--- src/rtl/cic3_sdm_pkg.sv ---
// Shared types and width helpers for the CIC3 interpolator + 2nd-order sigma-delta DAC.
// Optional feature macro used by this slice: CIC3_SDM_DITHER_EN.
package cic3_sdm_pkg;

  typedef enum logic {
    IDLE = 1'b0,
    RUN  = 1'b1
  } state_t;

  localparam int unsigned DEF_IN_W   = 16;
  localparam int unsigned DEF_R_LOG2 = 6;

  // CIC register width: input + growth of R^2 plus one guard bit
  function automatic int unsigned cic_w(input int unsigned in_w, input int unsigned r_log2);
    return in_w + 2 * r_log2 + 1;
  endfunction

  function automatic int unsigned mod_w(input int unsigned in_w);
    return in_w + 4;
  endfunction

endpackage

--- src/rtl/sdm2_core.sv ---
// Second-order CIFB sigma-delta modulator with saturating integrators and registered 1-bit output.
// Define CIC3_SDM_DITHER_EN to add +/-1 LSB LFSR dither ahead of the quantizer.
module sdm2_core
  import cic3_sdm_pkg::*;
#(
  parameter int unsigned IN_W = DEF_IN_W
) (
  input  logic                   clk,
  input  logic                   reset_n,
  input  logic                   run,
  input  logic signed [IN_W-1:0] x,
  output logic                   dout
);

  localparam int unsigned MW = mod_w(IN_W);
  localparam int unsigned SW = MW + 2;
  localparam logic signed [SW-1:0] HALF   = SW'(2 ** (IN_W - 1));
  localparam logic signed [SW-1:0] SAT_HI = SW'(2 ** (MW - 1) - 1);
  localparam logic signed [SW-1:0] SAT_LO = ~SAT_HI;

  logic signed [MW-1:0] i1, i2, i1_next, i2_next;
  logic signed [SW-1:0] fb, q;

  function automatic logic signed [MW-1:0] sat(input logic signed [SW-1:0] v);
    if (v > SAT_HI)      return SAT_HI[MW-1:0];
    else if (v < SAT_LO) return SAT_LO[MW-1:0];
    else                 return v[MW-1:0];
  endfunction

`ifdef CIC3_SDM_DITHER_EN
  localparam logic signed [SW-1:0] ONE = SW'(1);
  logic [15:0] lfsr;

  // x^16 + x^14 + x^13 + x^11 + 1, Fibonacci form
  always_ff @(posedge clk or negedge reset_n) begin
    if (!reset_n) lfsr <= 16'hACE1;
    else          lfsr <= {lfsr[14:0], lfsr[15] ^ lfsr[13] ^ lfsr[12] ^ lfsr[10]};
  end
`endif

  always_comb begin
    fb      = dout ? HALF : -HALF;
    i1_next = sat(SW'(i1) + SW'(x) - fb);
    i2_next = sat(SW'(i2) + SW'(i1) - fb);
`ifdef CIC3_SDM_DITHER_EN
    q       = SW'(i2_next) + (lfsr[0] ? ONE : -ONE);
`else
    q       = SW'(i2_next);
`endif
  end

  // Outside RUN the loop is parked at zero and the output idles at midscale
  always_ff @(posedge clk or negedge reset_n) begin
    if (!reset_n) begin
      i1   <= '0;
      i2   <= '0;
      dout <= 1'b0;
    end else if (!run) begin
      i1   <= '0;
      i2   <= '0;
      dout <= ~dout;
    end else begin
      i1   <= i1_next;
      i2   <= i2_next;
      dout <= ~q[SW-1];
    end
  end

endmodule

--- src/rtl/cic3_sdm_dac.sv ---
// 1-bit DAC: 3-stage CIC interpolator (ratio 2^R_LOG2) feeding a 2nd-order sigma-delta modulator.
// Macro CIC3_SDM_DITHER_EN enables quantizer dither inside sdm2_core.
module cic3_sdm_dac
  import cic3_sdm_pkg::*;
#(
  parameter int unsigned IN_W   = DEF_IN_W,
  parameter int unsigned R_LOG2 = DEF_R_LOG2
) (
  input  logic            clk,
  input  logic            reset_n,
  input  logic [IN_W-1:0] in_data,
  input  logic            in_valid,
  output logic            in_ready,
  output logic            dout,
  output logic            underrun,
  input  logic            clear_underrun
);

  localparam int unsigned CW = cic_w(IN_W, R_LOG2);
  localparam logic [R_LOG2-1:0] PH_LAST = '1;

  state_t            state, state_next;
  logic [R_LOG2-1:0] phase;
  logic              running, accept, load, starve;

  logic signed [IN_W-1:0] last_sample, sample, x;
  logic signed [CW-1:0]   d1, d2, d3, y1, y2, y3, comb_q, int_in;
  logic signed [CW-1:0]   a1, a2, a3, a3_sh;
  logic                   stuff;

  always_ff @(posedge clk or negedge reset_n) begin
    if (!reset_n) state <= IDLE;
    else          state <= state_next;
  end

  always_comb begin
    state_next = state;
    if (state == IDLE && in_valid) state_next = RUN;
  end

  always_comb begin
    running  = (state == RUN);
    in_ready = (state == IDLE) || (phase == PH_LAST);
    accept   = in_ready && in_valid;
    // A due slot always clocks the comb, with the held sample when starved
    load     = accept || (running && phase == PH_LAST);
    starve   = running && (phase == PH_LAST) && !in_valid;
  end

  always_ff @(posedge clk or negedge reset_n) begin
    if (!reset_n)     phase <= '0;
    else if (running) phase <= phase + 1'b1;
    else              phase <= '0;
  end

  always_ff @(posedge clk or negedge reset_n) begin
    if (!reset_n)            underrun <= 1'b0;
    else if (starve)         underrun <= 1'b1;
    else if (clear_underrun) underrun <= 1'b0;
  end

  always_comb begin
    sample = accept ? $signed(in_data) : last_sample;
    y1     = CW'(sample) - d1;
    y2     = y1 - d2;
    y3     = y2 - d3;
    int_in = stuff ? comb_q : '0;
    a3_sh  = a3 >>> (2 * R_LOG2);
    x      = a3_sh[IN_W-1:0];
  end

  always_ff @(posedge clk or negedge reset_n) begin
    if (!reset_n) begin
      last_sample <= '0;
      d1          <= '0;
      d2          <= '0;
      d3          <= '0;
      comb_q      <= '0;
      stuff       <= 1'b0;
    end else begin
      stuff <= load;
      if (load) begin
        last_sample <= sample;
        d1          <= CW'(sample);
        d2          <= y1;
        d3          <= y2;
        comb_q      <= y3;
      end
    end
  end

  // Integrators wrap freely; the true output always fits CW bits
  always_ff @(posedge clk or negedge reset_n) begin
    if (!reset_n) begin
      a1 <= '0;
      a2 <= '0;
      a3 <= '0;
    end else if (!running) begin
      a1 <= '0;
      a2 <= '0;
      a3 <= '0;
    end else begin
      a1 <= a1 + int_in;
      a2 <= a2 + a1;
      a3 <= a3 + a2;
    end
  end

  sdm2_core #(
    .IN_W (IN_W)
  ) u_sdm (
    .clk     (clk),
    .reset_n (reset_n),
    .run     (running),
    .x       (x),
    .dout    (dout)
  );

endmodule

--- config.mk ---
export PLATFORM = sky130hd
export DESIGN_NAME = cic3_sdm_dac
export DESIGN_NICKNAME = d
export VERILOG_FILES = /design/src/rtl/cic3_sdm_pkg.sv /design/src/rtl/sdm2_core.sv /design/src/rtl/cic3_sdm_dac.sv
export SDC_FILE = /design/constraint.sdc
export NUM_CORES = 1
export LEC_CHECK = 0
export ABC_AREA = 1
export BUFFER_PORTS_ARGS = -buffer_cell sky130_fd_sc_hd__buf_2
export CAP_MARGIN = 20
export CORE_MARGIN = 2
export CORE_UTILIZATION = 45
export DETAILED_ROUTE_END_ITERATION = 10
export PLACE_DENSITY_LB_ADDON = 0.3
export SLEW_MARGIN = 20
export SYNTH_ARGS = -nofsm -noshare
export SYNTH_HDL_FRONTEND = slang
export SYNTH_HIERARCHICAL = 1
export SYNTH_SLANG_ARGS = --single-unit
--- constraint.sdc ---
create_clock -name clk -period 7.8 [get_ports clk]
set_input_delay 1.17 -clock clk [delete_from_list [all_inputs] [get_ports clk]]
set_output_delay 1.17 -clock clk [all_outputs]
set_load 0.005 [all_outputs]
Yosys cells after proc, flatten, opt, wreduce, memory -nomap -nowiden:

Cells that the tools add are included.

* reduce and logical (&&, ||, !) cells: 8
* div/mod/pow operators: 0
* shift-type cells: 0
* multiplexer cells: 16
* magnitude comparators: 4
* equality and inequality tests: 1
* add/sub/neg operators: 11
* bitwise logic cells: 3
* multipliers: 0

Operators by type and width (number)
* 2-to-1 mux 20 bit: 6
* 2-to-1 mux 29 bit: 4
* adder 29 bit: 3
* greater-than comparator 22 x 20 -> 1 bit, second input constant: 2
* less-than comparator 22 x 20 -> 1 bit, second input constant: 2
* subtractor 22 bit: 2
* subtractor 29 bit: 1
* 2-to-1 mux 22 bit: 1
* adder 20 x 16 -> 21 bit: 1
* adder 20 x 20 -> 21 bit: 1
* subtractor 17 x 17 -> 18 bit: 1
* subtractor 16 x 16 -> 17 bit: 1
* 2-to-1 mux 16 bit: 1
* adder 6 x 1 -> 6 bit, second input constant: 1
* equality test 6 bit, second input constant: 1
* 2-to-1 mux 6 bit: 1
* logical AND 1 bit: 4
* 2-to-1 mux 1 bit: 3
* inverter 1 bit: 3
* logical OR 1 bit: 2
* nonzero test 2 bit: 1
* zero test 1 bit: 1

* flip-flop bits (word level): 244
* memories kept: 0
* memory bits (writable): 0
* latch bits: 0
* ROM bits: 0

Depth between registers and ports, before layout:

* depth after elaboration: 7
* gate-level depth with buffers: 41

Cells and area by module:

The synthesis kept the hierarchy.

Modules (own cells, without submodules)
* cic3_sdm_dac: cells an instance 2407, times used 1, sequential area each 4304.1 sq um, area an instance 14935.6 sq um
* sdm2_core: cells an instance 813, times used 1, sequential area each 1026.0 sq um, area an instance 5320.1 sq um

Least setup slack after synthesis:

No wires, ideal clock.

* path kind: input port to flip-flop
* start: input in_valid
* end: register comb_q[18]
* path buffers: 1
* arrival: 4.854 ns
* stages: 27
* setup slack: 2.823 ns
* path through: nand2_1 buf_6 nand2_1 o21ai_1 ha_1 fa_1 o21ai_1 nand2_1 nand2_1 nand2_1 nand2_1 nand2_1 and2_1 ha_1 a21oi_1 nand2_1 a21oi_1 nand4_1 and2_1 ha_1 nand2_1 nor4_1 nand2_1 nand2_1 nand2_1 nand2_1 nand2_1

* longest elaborated chain between the ends: 5
* elaborated cells between the ends (all ways): 6
* classes of those cells: 3 x add/sub; 1 x mux; 2 x reduce/logical

RTL lines
* from (decl): line cic3_sdm_dac.sv:12 `input logic in_valid,`
* logical AND 1 bit: line cic3_sdm_dac.sv:44 `accept = in_ready && in_valid;`
* 2-to-1 mux 16 bit: line cic3_sdm_dac.sv:63 `sample = accept ? $signed(in_data) : last_sample;`
* subtractor 16 x 16 -> 17 bit: line cic3_sdm_dac.sv:64 `y1 = CW'(sample) - d1;`
* named net y1[12]: line cic3_sdm_dac.sv:27 `logic signed [CW-1:0] d1, d2, d3, y1, y2, y3, comb_q, int_in;`
* subtractor 17 x 17 -> 18 bit: line cic3_sdm_dac.sv:65 `y2 = y1 - d2;`
* named net y2[17]: line cic3_sdm_dac.sv:27
* subtractor 29 bit: line cic3_sdm_dac.sv:66 `y3 = y2 - d3;`
* to (signal assigned): line cic3_sdm_dac.sv:87 `comb_q <= y3;`
* to (decl): line cic3_sdm_dac.sv:27

The timed path passes the listed nets, and every way through them passes these cells.
A chain may end at the register's enable or synchronous reset.

Worst setup path after layout:

* start: register state, in the netlist running
* end: register comb_q[22]

* longest elaborated chain between the ends: 7
* elaborated cells between the ends (all ways): 9
* classes of those cells: 3 x add/sub; 1 x mux; 1 x bitwise; 4 x reduce/logical

RTL lines
* from (decl): line cic3_sdm_dac.sv:22 `state_t state, state_next;`
* from (signal assigned): line cic3_sdm_dac.sv:33 `else state <= state_next;`
* inverter 1 bit: line cic3_sdm_dac.sv:43 `in_ready = (state == IDLE) || (phase == PH_LAST);`
* logical OR 1 bit: line cic3_sdm_dac.sv:43
* logical AND 1 bit: line cic3_sdm_dac.sv:44
* 2-to-1 mux 16 bit: line cic3_sdm_dac.sv:63
* subtractor 16 x 16 -> 17 bit: line cic3_sdm_dac.sv:64
* named net y1[10]: line cic3_sdm_dac.sv:27
* subtractor 17 x 17 -> 18 bit: line cic3_sdm_dac.sv:65
* named net y2[12]: line cic3_sdm_dac.sv:27
* subtractor 29 bit: line cic3_sdm_dac.sv:66

The timed path passes the listed nets, and every way through them passes these cells.

==> summary.md <==
| Metric | Value |
|---|---|
| Final instance area | 21800 sq um |
| Fmax achieved | about 180 MHz |
| Layout cells sized above 1 | approximately 3.8% |
| Pwr Total | roughly 0.0024 W |
| Status | completed |
| Die Height | 216 um |
| Worst Setup Path Type | flop to flop |
| Final WS setup | ~2.1 ns |
| Xor and xnor area share after synthesis | 2.33% |
| Rows | between 70 and 80 |
| Sequential cell area fraction in the yosys report | a little over a quarter |
| Simple logic cell fraction of the synthesized area | between 30 and 40% |
| Clock H-tree levels | 1 |
| Final WL | approximately 50 mm |
| CTS Buf Count | 26 |
| CP max stage delay | 0.99 ns |
| Endpoint class of the critical path | flop |
| Vias in the first global route | ~18000 |
| WHS | roughly 0.45 ns |
| P_leak | roughly 13 nW |
| Placed cell areas | 20900 sq um |
| RSZ-0062 raised after global routing | no |
| Hold_buf cts | 0 |
| Post-CTS setup buffers | 0 |
| HPWL Detailed | between 30 and 40 mm |
| Drt wl/cell | 12.8 um |
| Chip Width | 216 um |
| GP Congestion | slightly below 0.9 |
| Top FF cell, synth | dfrtp_1 |
| Resized Gates After CTS | 0 |
| Mux cell area share after synthesis | 0% |
| Final min period | ~5.7 ns |
| Nature of the critical path startpoint | flop |
| Total negative setup slack | 0 ns |
| Worst Path Required | around 8.2 ns |
| Root Driver | clkbuf_16 |
| Initial Util | 45.7% |
| Pins Over Slew Limit | 0 |
| Most frequent cells in the layout | nand2_1 (1124), inv_1 (587), nor2_1 (305) |
| Fin nets | roughly 3500 |
| Most frequent CP cell | nand2_1 |
| Tightest Pin Transition | 0.908 ns |
| DRT Pass-1 Iters | 5 |
| Die Area | ~47000 sq um |
| CTS Buffer Depth | 3 |
| Number of max-cap violations | 0 |
| CTS Sinks | between 200 and 250 |
| Ports | 23 |
| First-pass GRT wire length | 83.6 mm |
| Distinct cell type count after synthesis | 40 |
| Mapped Cells | approximately 3200 |
| Largest net degree at the start of global routing | 117 |
| Rel. slew slack | roughly 39% |
| Global route overflow | 0 |
| Commonest non-fill, non-tap cell in the layout | nand2_1 |
| EDFF count, synth | 0 |
| Drt via density | 4.88 |
| Final Skew | between 0.01 and 0.015 ns |
| Final Hold Viols | 0 |
| Yosys warns | 6 |
| Antenna cells | 0 |
| Core area | between 40000 and 50000 sq um |
| Post-Syn Nets | 3459 |
| GRT Util Overall | a little over a fifth |
| Tcrit/Tclk final | 73.0% |
| Storage cell area | ~5300 sq um |
| Cell area after synthesis | 20300 sq um |
| Complex-gate fraction of the synthesized area | roughly 8.3% |
| Slowest-stage cell, CP | dfrtp_4 |
| Combinational family with the most area after synthesis | simple AND/OR/NAND/NOR gates |
| Antenna violations before repair | 0 |
| Starting DRT DRC Count | ~1100 |
| Area occupied by multi-input gates | approximately 12000 sq um |
| Maximum net fanout on the critical path | between 70 and 80 |
| Power Dens Cells | 110 nW/um^2 |
| DR vias | ~19000 |
| Setup WS pre-CTS | just under 2 ns |
| Hold Crit Class | flop to flop |
| Worst-skew pair later-pin latency | approximately 0.55 ns |
| Number of synthesized register bits | ~210 |
| Synthesis-to-layout area growth | 7.46% |
| Synth async-reset ratio | between 90% and 100% |
| TritonCTS clock tree | yes |
| Maximum vdd ir drop | 0.175 mV |
| Port Buffer Count | 22 |
| Fill cell count | roughly 4700 |
| Detail Route Antenna Nets | 0 |
| Clk pin slew, worst setup/hold paths | 0.06 ns |
| Setup violators final | 0 |
| Post-Synth Adder-Cell Area | about 14% |
| Worst Path Arrival | roughly 6 ns |
| Syn_area_per_cell | around 6.3 sq um |
| Post-route DRC violation count | 0 |
==> worst max-delay path, delay by kind of cell, from the launching register on <==
kind	cells	cell delay, ns
buf+inv	2	0.47
flops	1	0.99
compound gates	5	1.06
simple gates	17	1.66
fa+ha+maj	4	1.39
==> cells by family (layout without fill, tap and decap cells) <==
group           count (synthesis)  in the layout
fa+ha+maj                     219            219
flops                         213            213
simple gates                 1782           1782
buf+inv                       628            662
compound gates                324            324
xor+xnor                       54             54
==> worst paths after layout <==
check,startpoint,end,slack (ns),cells past startpoint
max,running,comb_q[22],2.11,28
min,phase[0],phase[0],0.45,1
max reg2reg,running,comb_q[22],2.11,28
min reg2reg,phase[0],phase[0],0.45,1
max in group asynchronous,reset_n,running,5.98,2
min in group asynchronous,reset_n,a3[7],0.61,1
==> synthesized netlist by cell type, types with 21 or more instances <==
| cell type | n | area (sq um) |
|---|---|---|
| a21oi_1 | 201 | 1010 |
| and2_1 | 27 | 169 |
| dfrtp_1 | 213 | 5330 |
| ha_1 | 205 | 2560 |
| inv_1 | 587 | 2200 |
| nand2_1 | 1124 | 4220 |
| nand2_2 | 24 | 150 |
| nand3_1 | 196 | 981 |
| nand3b_1 | 29 | 218 |
| nand4_1 | 21 | 131 |
| nor2_1 | 305 | 1140 |
| nor3_1 | 21 | 105 |
| o21ai_0 | 91 | 455 |
| xnor2_1 | 22 | 193 |
| xor2_1 | 32 | 280 |
==> registers in the layout, indices dropped and copies added (netlist names), 6 cells and up <==
register,cells
phase,6
d3,18
a2,28
d2,17
a3,28
comb_q,28
a1,28
d1,16
u_sdm/i2,20
u_sdm/i1,20
==> layer usage <==
| metal | wire length (um) | share of wire (%) | track usage (%) | vias up |
|---|---|---|---|---|
| met5 | 0 | 0 | 0 | - |
| met4 | 1260 | 2.6 | 5.64 | 0 |
| met3 | 1580 | 3.2 | 2.44 | 78 |
| met2 | 22500 | 46 | 36.9 | 283 |
| met1 | 24000 | 49 | 28.6 | 8374 |
| li1 | - | - | - | 10000 |
==> cell type report <==
type	count	area share [%]
multi-input combinational	2379	57.2
timing repair buffer	26	0.747
inverter	590	10.2
tap	592	3.40
sequential	213	24.5
clock inverter	6	0.494
clock buffer	40	3.51
==> per-stage QoR <==
stage	util [%]	instances
floorplan	-	3220
global placement	47.1	3800
detailed placement	47.1	3800
CTS	49.1	3846
global route	49.1	3846
finish	49.1	3846
==> report_power, final <==
part	internal [W]	leakage, nW	switching (W)
Sequential	0.00111	2.54	0.0000000000000000000172
Clock	0.000768	0.422	0.000485
Combinational	0.00000495	10.0	0.0000233
Note: power is estimated with default switching activity, not from simulation.
